File: src/rtl/sha256_padder.sv
// SHA-256 message padder: packs a byte stream into 512-bit blocks, appends the
// 0x80 marker, zero fill and the 64-bit big-endian bit length, and presents each
// block to the hash core through a valid/ready handshake.
//
//   state | meaning
//   ------+--------------------------------------------------------------
//   FILL  | accepting message bytes into the block buffer
//   PAD   | one cycle: place 0x80 at ptr, zero the tail, add length if it fits
//   LEN   | one cycle: build a length-only block (zeros + bit length)
//   EMIT  | block presented on blk_data; waits for blk_ready
module sha256_padder #(
  parameter int LEN_W = 64
) (
  input  logic         clk,
  input  logic         reset,
  input  logic         in_valid,
  input  logic [7:0]   in_data,
  input  logic         in_last,
  input  logic         in_empty,
  output logic         in_ready,
  output logic         blk_valid,
  output logic [511:0] blk_data,
  output logic         blk_last,
  input  logic         blk_ready
);

  localparam int CNT_W = LEN_W - 3;

  typedef enum logic [1:0] {
    FILL = 2'd0,
    PAD  = 2'd1,
    LEN  = 2'd2,
    EMIT = 2'd3
  } state_t;

  state_t state, state_nxt;

  // ptr counts 0..64 so it needs one bit more than a byte index
  logic [6:0]       ptr, ptr_nxt;
  logic [CNT_W-1:0] count, count_nxt;
  logic             pend_pad, pend_pad_nxt;
  logic             pend_len, pend_len_nxt;
  logic [511:0]     blk_buf, blk_buf_nxt;
  logic             last_q, last_nxt;
  logic             accept;
  logic             has_byte;
  logic [63:0]      bit_len;

  assign in_ready  = (state == FILL) && !reset;
  assign blk_valid = (state == EMIT);
  assign blk_data  = blk_buf;
  assign blk_last  = last_q;

  assign accept = in_valid && in_ready;
  // an empty beat never carries a byte, whether or not it is the last one
  assign has_byte = !in_empty;
  // byte count shifted to bits; wraps naturally with the counter width
  assign bit_len = 64'({count, 3'b000});

  // FSM state register
  always_ff @(posedge clk or posedge reset) begin
    if (reset) begin
      state <= FILL;
    end else begin
      state <= state_nxt;
    end
  end

  // Datapath registers: buffer, pointer, byte count and pending follow-on flags
  always_ff @(posedge clk or posedge reset) begin
    if (reset) begin
      ptr      <= '0;
      count    <= '0;
      pend_pad <= 1'b0;
      pend_len <= 1'b0;
      blk_buf  <= '0;
      last_q   <= 1'b0;
    end else begin
      ptr      <= ptr_nxt;
      count    <= count_nxt;
      pend_pad <= pend_pad_nxt;
      pend_len <= pend_len_nxt;
      blk_buf  <= blk_buf_nxt;
      last_q   <= last_nxt;
    end
  end

  // Next-state and datapath update logic
  always_comb begin
    state_nxt    = state;
    ptr_nxt      = ptr;
    count_nxt    = count;
    pend_pad_nxt = pend_pad;
    pend_len_nxt = pend_len;
    blk_buf_nxt  = blk_buf;
    last_nxt     = last_q;

    case (state)
      FILL: begin
        if (accept) begin
          if (has_byte) begin
            for (int i = 0; i < 64; i++) begin
              if (7'(i) == ptr) blk_buf_nxt[511-8*i -: 8] = in_data;
            end
            ptr_nxt   = ptr + 7'd1;
            count_nxt = count + CNT_W'(1);
          end
          if (has_byte && (ptr == 7'd63)) begin
            // block full; a final byte here still owes a padding block
            state_nxt    = EMIT;
            last_nxt     = 1'b0;
            pend_pad_nxt = in_last;
          end else if (in_last) begin
            state_nxt = PAD;
          end
        end
      end

      PAD: begin
        for (int i = 0; i < 64; i++) begin
          if (7'(i) == ptr) begin
            blk_buf_nxt[511-8*i -: 8] = 8'h80;
          end else if (7'(i) > ptr) begin
            blk_buf_nxt[511-8*i -: 8] = 8'h00;
          end
        end
        if (ptr <= 7'd55) begin
          blk_buf_nxt[63:0] = bit_len;
          last_nxt          = 1'b1;
        end else begin
          // marker landed in the last 8 bytes: length goes in an extra block
          last_nxt     = 1'b0;
          pend_len_nxt = 1'b1;
        end
        state_nxt = EMIT;
      end

      LEN: begin
        blk_buf_nxt = {448'd0, bit_len};
        last_nxt    = 1'b1;
        state_nxt   = EMIT;
      end

      EMIT: begin
        if (blk_ready) begin
          if (pend_pad) begin
            pend_pad_nxt = 1'b0;
            ptr_nxt      = '0;
            state_nxt    = PAD;
          end else if (pend_len) begin
            pend_len_nxt = 1'b0;
            state_nxt    = LEN;
          end else begin
            ptr_nxt     = '0;
            blk_buf_nxt = '0;
            state_nxt   = FILL;
            if (last_q) count_nxt = '0;
          end
        end
      end

      default: state_nxt = FILL;
    endcase
  end

endmodule

File: config.mk
export PLATFORM = sky130hd
export DESIGN_NAME = sha256_padder
export DESIGN_NICKNAME = d
export VERILOG_FILES = /design/src/rtl/sha256_padder.sv
export SDC_FILE = /design/constraint.sdc
export NUM_CORES = 1
export LEC_CHECK = 0
export CAP_MARGIN = 20
export CORE_AREA = 4 4 218 220
export DETAILED_ROUTE_END_ITERATION = 8
export DIE_AREA = 0 0 222 224
export HOLD_SLACK_MARGIN = 0.03
export PLACE_DENSITY = 0.88
export SLEW_MARGIN = 20
export SYNTH_ARGS = -nofsm -noshare
export SYNTH_HDL_FRONTEND = slang
export SYNTH_SLANG_ARGS = --single-unit
File: constraint.sdc
create_clock -name clk -period 64.9 [get_ports clk]
set_input_delay 19.47 -clock clk [delete_from_list [all_inputs] [get_ports clk]]
set_output_delay 19.47 -clock clk [all_outputs]
set_load 0.01 [all_outputs]
* After elaboration in Yosys (flattened, before gate mapping) *
Index checks and enable logic that the tools add are counted.

cells by class
  $add $sub $neg = 2
  multiplexer cells = 231
  order comparisons = 65
  reduce and logical (&&, ||, !) cells = 81
  eq/ne operators = 205

operator list
  operator                 count
  $mux W512                5
  $pmux W512 S4            1
  $mux W8                  192
  $reduce_and A7 Y1        65
  $mux W61                 6
  $eq A6 B7 Y1 const A     32
  $gt A6 B7 Y1 const A     32
  $ne A3 B3 Y1 const B     57
  $ne A2 B1 Y1 const B     67
  $pmux W61 S2             1
  $eq A5 B7 Y1 const A     16
  $gt A5 B7 Y1 const A     16
  $mux W64                 1
  $add A61 B1 Y61 const B  1
  $eq A4 B7 Y1 const A     8
  $gt A4 B7 Y1 const A     8
  $mux W7                  5
  $ne A4 B4 Y1 const B     8
  $eq A3 B7 Y1 const A     4
  $gt A3 B7 Y1 const A     4
  $eq A2 B7 Y1 const A     2
  $gt A1 B7 Y1 const A     2
  $gt A2 B7 Y1 const A     2
  $pmux W7 S2              1
  other kinds (23)         48

word-level totals
  logic and storage cells = 654
  output and inout bits = 515
  flip-flop bits (word level) = 585
  input bits = 14

* Longest topological paths before layout *
  word-level depth = 5
  mapped depth = 11

* Least setup slack after synthesis *
No wires, ideal clock.

  path kind = in2out
  start point = input reset
  end point = output in_ready
  cell stages on the path = 1
  path buffers = 0
  data arrival time = 19627 ps
  path slack = 25803 ps
  cells stage by stage = nor2_1

on the way
  longest elaborated chain between the ends = 2

ends and longest elaborated chain
  what                               RTL line  source
  start: declaration                 15        input logic reset,
  $logic_not A1 Y1 (no source line)  -
  $logic_and A1 B1 Y1                49        assign in_ready = (state == FILL) && !reset;
  end: declaration                   20        output logic in_ready,

No other way between the ends.

* Worst setup path in the final report *
Same ends and word-level chain as after synthesis.

==> impl_metrics.tcl <==
set metrics [dict create \
    status "finished clean" \
    syn_avg_cell_area_um2 10.8 \
    ant_nets 0 \
    seqCellArea_um2 14600 \
    tns_ns 0 \
    critPathLaunchType "primary input" \
    route.detailed.drc 0 \
    maxCapViolCount 0 \
    syn-num-nets 2364 \
    core_area_um2 45300 \
    p_leak_uw 0.0142 \
    powerDensity_nw_per_um2 52.1 \
    fin_worst_skew_ns 0.0408 \
    ys_seq_area_share_pct 57.8 \
    worst_pin_slew_ns 1.18 \
    io_buffers 528 \
    drive_gt1_share_pct 16.0 \
    cp.arrival_ns 20.72 \
    max_stage_delay_ns 0.55 \
    die_y_um 224 \
    grt_pass1_vias 22000 \
    path_max_fanout 4 \
    vdd_drop_max_v 0.0000352 \
    crit_family "buffers and inverters" \
    grt_pass1_wl_um 138000 \
    rows 78 \
    min_period_over_period_pct 61.9 \
    r2r_start "state[1]" \
    numCtsBuffers 56 \
    synth-edff-count 0 \
    cts_tree "done" \
    finalNetCount 2816 \
    post_cts_buffers 0 \
    setup_violations 0 \
    finalHoldViolations 0 \
    detail_route.wl_per_cell_um 26.6 \
    rsz0062_at_grt "false" \
    fillCellCount 2925 \
    die_x_um 222 \
    cts.sinks 585 \
    place_area_um2 30900 \
    cp.buffers_inverters 2 \
    clk_path_buf_depth 3 \
    cp_common_cell "clkdlybuf4s50_1" \
    grt_start_max_net_pins 175 \
    clk_root_buffer_cell "clkbuf_16" \
    cpMaxStageDelayCell "clkdlybuf4s50_1" \
    die_area_um2 49700 \
    reg2reg_depth 8 \
    grt_use_total_pct 35.5 \
    vias 22000 \
    clk_latency_ns 0.63 \
    critPathKind "in -> out" \
    report.final.slew_viol_count 0 \
    h-tree-depth 2 \
    max_freq_ghz 0.0249 \
    ys_seq_elements 585 \
    dp_hpwl_um 62200 \
    syn-instance-count 2339 \
    ys_warn_count 0 \
    end_kind "primary output" \
    power_uw 1720 \
    ys_types 80 \
    vias_per_cell 6.41 \
    r2r_slack_ns 61.24 \
    topRoutingLayerUsed "met4" \
    required_ns 45.43 \
    final_util_pct 72.9 \
    io_pins 529 \
    clk_pin_slew_ns 0.06 \
    hold_class "reg -> reg" \
    syn_to_final_growth_pct 30.4 \
    min_path_cells 2 \
    met1Wirelength_um 32400 \
    min_period_ns 40.19 \
    final_area_um2 33000 \
    wl_um 91500 \
    multiInputGateArea_um2 10000 \
    grt_overflow 0 \
    dr.pass1.iters 6 \
    cts_resized 0 \
    met3_length_um 9640 \
    synth_top_flop_cell "dfrtp_1" \
    max-slew-margin-rel_pct 21.1 \
    path_cells "clkdlybuf4s50_1, nor2_1, clkdlybuf4s50_1" \
    drtIter0Drc 2972 \
    cts_hold_buffers 0 \
    async_reset_ff_share_pct 100 \
    route.met2.wl_um 43400 \
    place_congestion 0.965 \
    min_to "blk_data[340]" \
    r2r-end "count[33]" \
    start_util_pct 55.9 \
    syn_area_um2 25300 \
    hold_start "blk_data[340]" \
    antenna_found_initial 1 \
]
-- routing by layer --
metal / track usage [%] / vias to the layer above
li1: - / 9243
met1: 43.4 / 10900
met2: 58.0 / 1511
met3: 9.59 / 340
met4: 19.6 / 0
met5: 0 / -
-- flip-flops by register name, indices dropped and copies added (netlist names) --
| signal | count |
|---|---|
| pend_pad | 1 |
| ptr | 7 |
| blk_last | 1 |
| state | 2 |
| pend_len | 1 |
| blk_data | 512 |
| count | 61 |
-- cells by family after synthesis --
| family | count (synthesis) | share of synthesized area [%] |
|---|---|---|
| AO/OA/AOI/OAI | 655 | 14.9 |
| AND/OR/NAND/NOR | 641 | 12.1 |
| flip-flops | 585 | 57.8 |
| multiplexers | 258 | 11.5 |
| buffers and inverters | 185 | 3.05 |
| adder cells (fa/ha/maj) | 11 | 0.544 |
| XOR/XNOR | 4 | 0.138 |
-- power breakdown --
| group | total (uW) | switching (uW) | internal, uW |
|---|---|---|---|
| registers | 532 | 65.8 | 467 |
| clock network | 342 | 145 | 198 |
| logic | 845 | 504 | 341 |
-- cell usage in the layout (no fill, tap or decap), types with 18 or more instances in the layout --
cell type	instances
a21oi_1	159
nor3_1	21
nand3_1	45
clkdlybuf4s50_1	528
clkbuf_16	56
nand4_1	29
buf_4	25
o31ai_1	18
o21ai_2	23
nor2_1	112
a31oi_1	19
inv_1	20
nand2_1	294
dfrtp_1	585
mux2_2	257
o21ai_0	316
-- how the worst max path moves through the flow --
| stage | from | end | slack (ns) | cells past startpoint |
|---|---|---|---|---|
| finish | reset | in_ready | 24.71 | 3 |
| global route | reset | in_ready | 24.66 | 3 |
| CTS | reset | in_ready | 24.71 | 3 |
| detailed placement | reset | in_ready | 24.71 | 3 |
| global placement | reset | in_ready | 24.68 | 3 |
| floorplan | reset | in_ready | 25.80 | 1 |
-- cell usage after synthesis (7+ instances only) --
| cell type | number | area [um2] |
|---|---|---|
| nor2_1 | 113 | 424 |
| nand2_1 | 295 | 1110 |
| and2_1 | 15 | 93.8 |
| a21o_1 | 7 | 52.6 |
| and3_1 | 11 | 68.8 |
| o21ai_0 | 316 | 1580 |
| o31ai_1 | 20 | 150 |
| nor4_1 | 9 | 56.3 |
| buf_2 | 41 | 205 |
| mux2_2 | 257 | 2890 |
| inv_1 | 21 | 78.8 |
| clkbuf_1 | 110 | 413 |
| nand3_1 | 45 | 225 |
| ha_1 | 11 | 138 |
| nand4_1 | 29 | 181 |
| buf_1 | 8 | 30.0 |
| dfrtp_1 | 585 | 14600 |
| o21ai_2 | 8 | 70.1 |
| or2_2 | 7 | 43.8 |
| nand2b_1 | 10 | 62.6 |
| a21oi_1 | 162 | 811 |
| a221oi_1 | 7 | 61.3 |
| o21a_1 | 7 | 52.6 |
| o32ai_1 | 10 | 87.6 |
| nor3_1 | 21 | 105 |
| o211ai_1 | 17 | 128 |
| or4_1 | 14 | 105 |
| o41ai_1 | 8 | 70.1 |
| nor2_2 | 9 | 56.3 |
| a31oi_1 | 19 | 119 |
| or3_1 | 17 | 106 |
| nand3b_1 | 9 | 67.6 |
| o21ai_1 | 27 | 135 |
-- metrics by stage --
step / hold slack (ns) / instances / setup WS (ns)
2_1_floorplan: 0.473 / 2339 / 25.80
3_3_place_gp: 0.460 / 3326 / 24.68
3_5_place_dp: 0.469 / 3327 / 24.71
4_1_cts: 0.483 / 3427 / 24.71
5_1_grt: 0.509 / 3434 / 24.66
6_report: 0.475 / 3434 / 24.71
-- area by class of cell --
class,instances,area share [%]
clock inverters,20,0.891
diodes,1,0.00758
inverters,21,0.262
flip-flops and latches,585,44.4
well taps,600,2.27
repair buffers,558,16.9
clock buffers,80,4.91
multi-input cells,1569,30.4
-- tightest hold or removal path: cells and delay by family, from the launching register on --
kind | cells | cell delay [ns]
AND/OR/NAND/NOR | 1 | 0.04
AO/OA/AOI/OAI | 1 | 0.06
flip-flops | 1 | 0.34
Note: power is estimated with default switching activity, not from simulation.
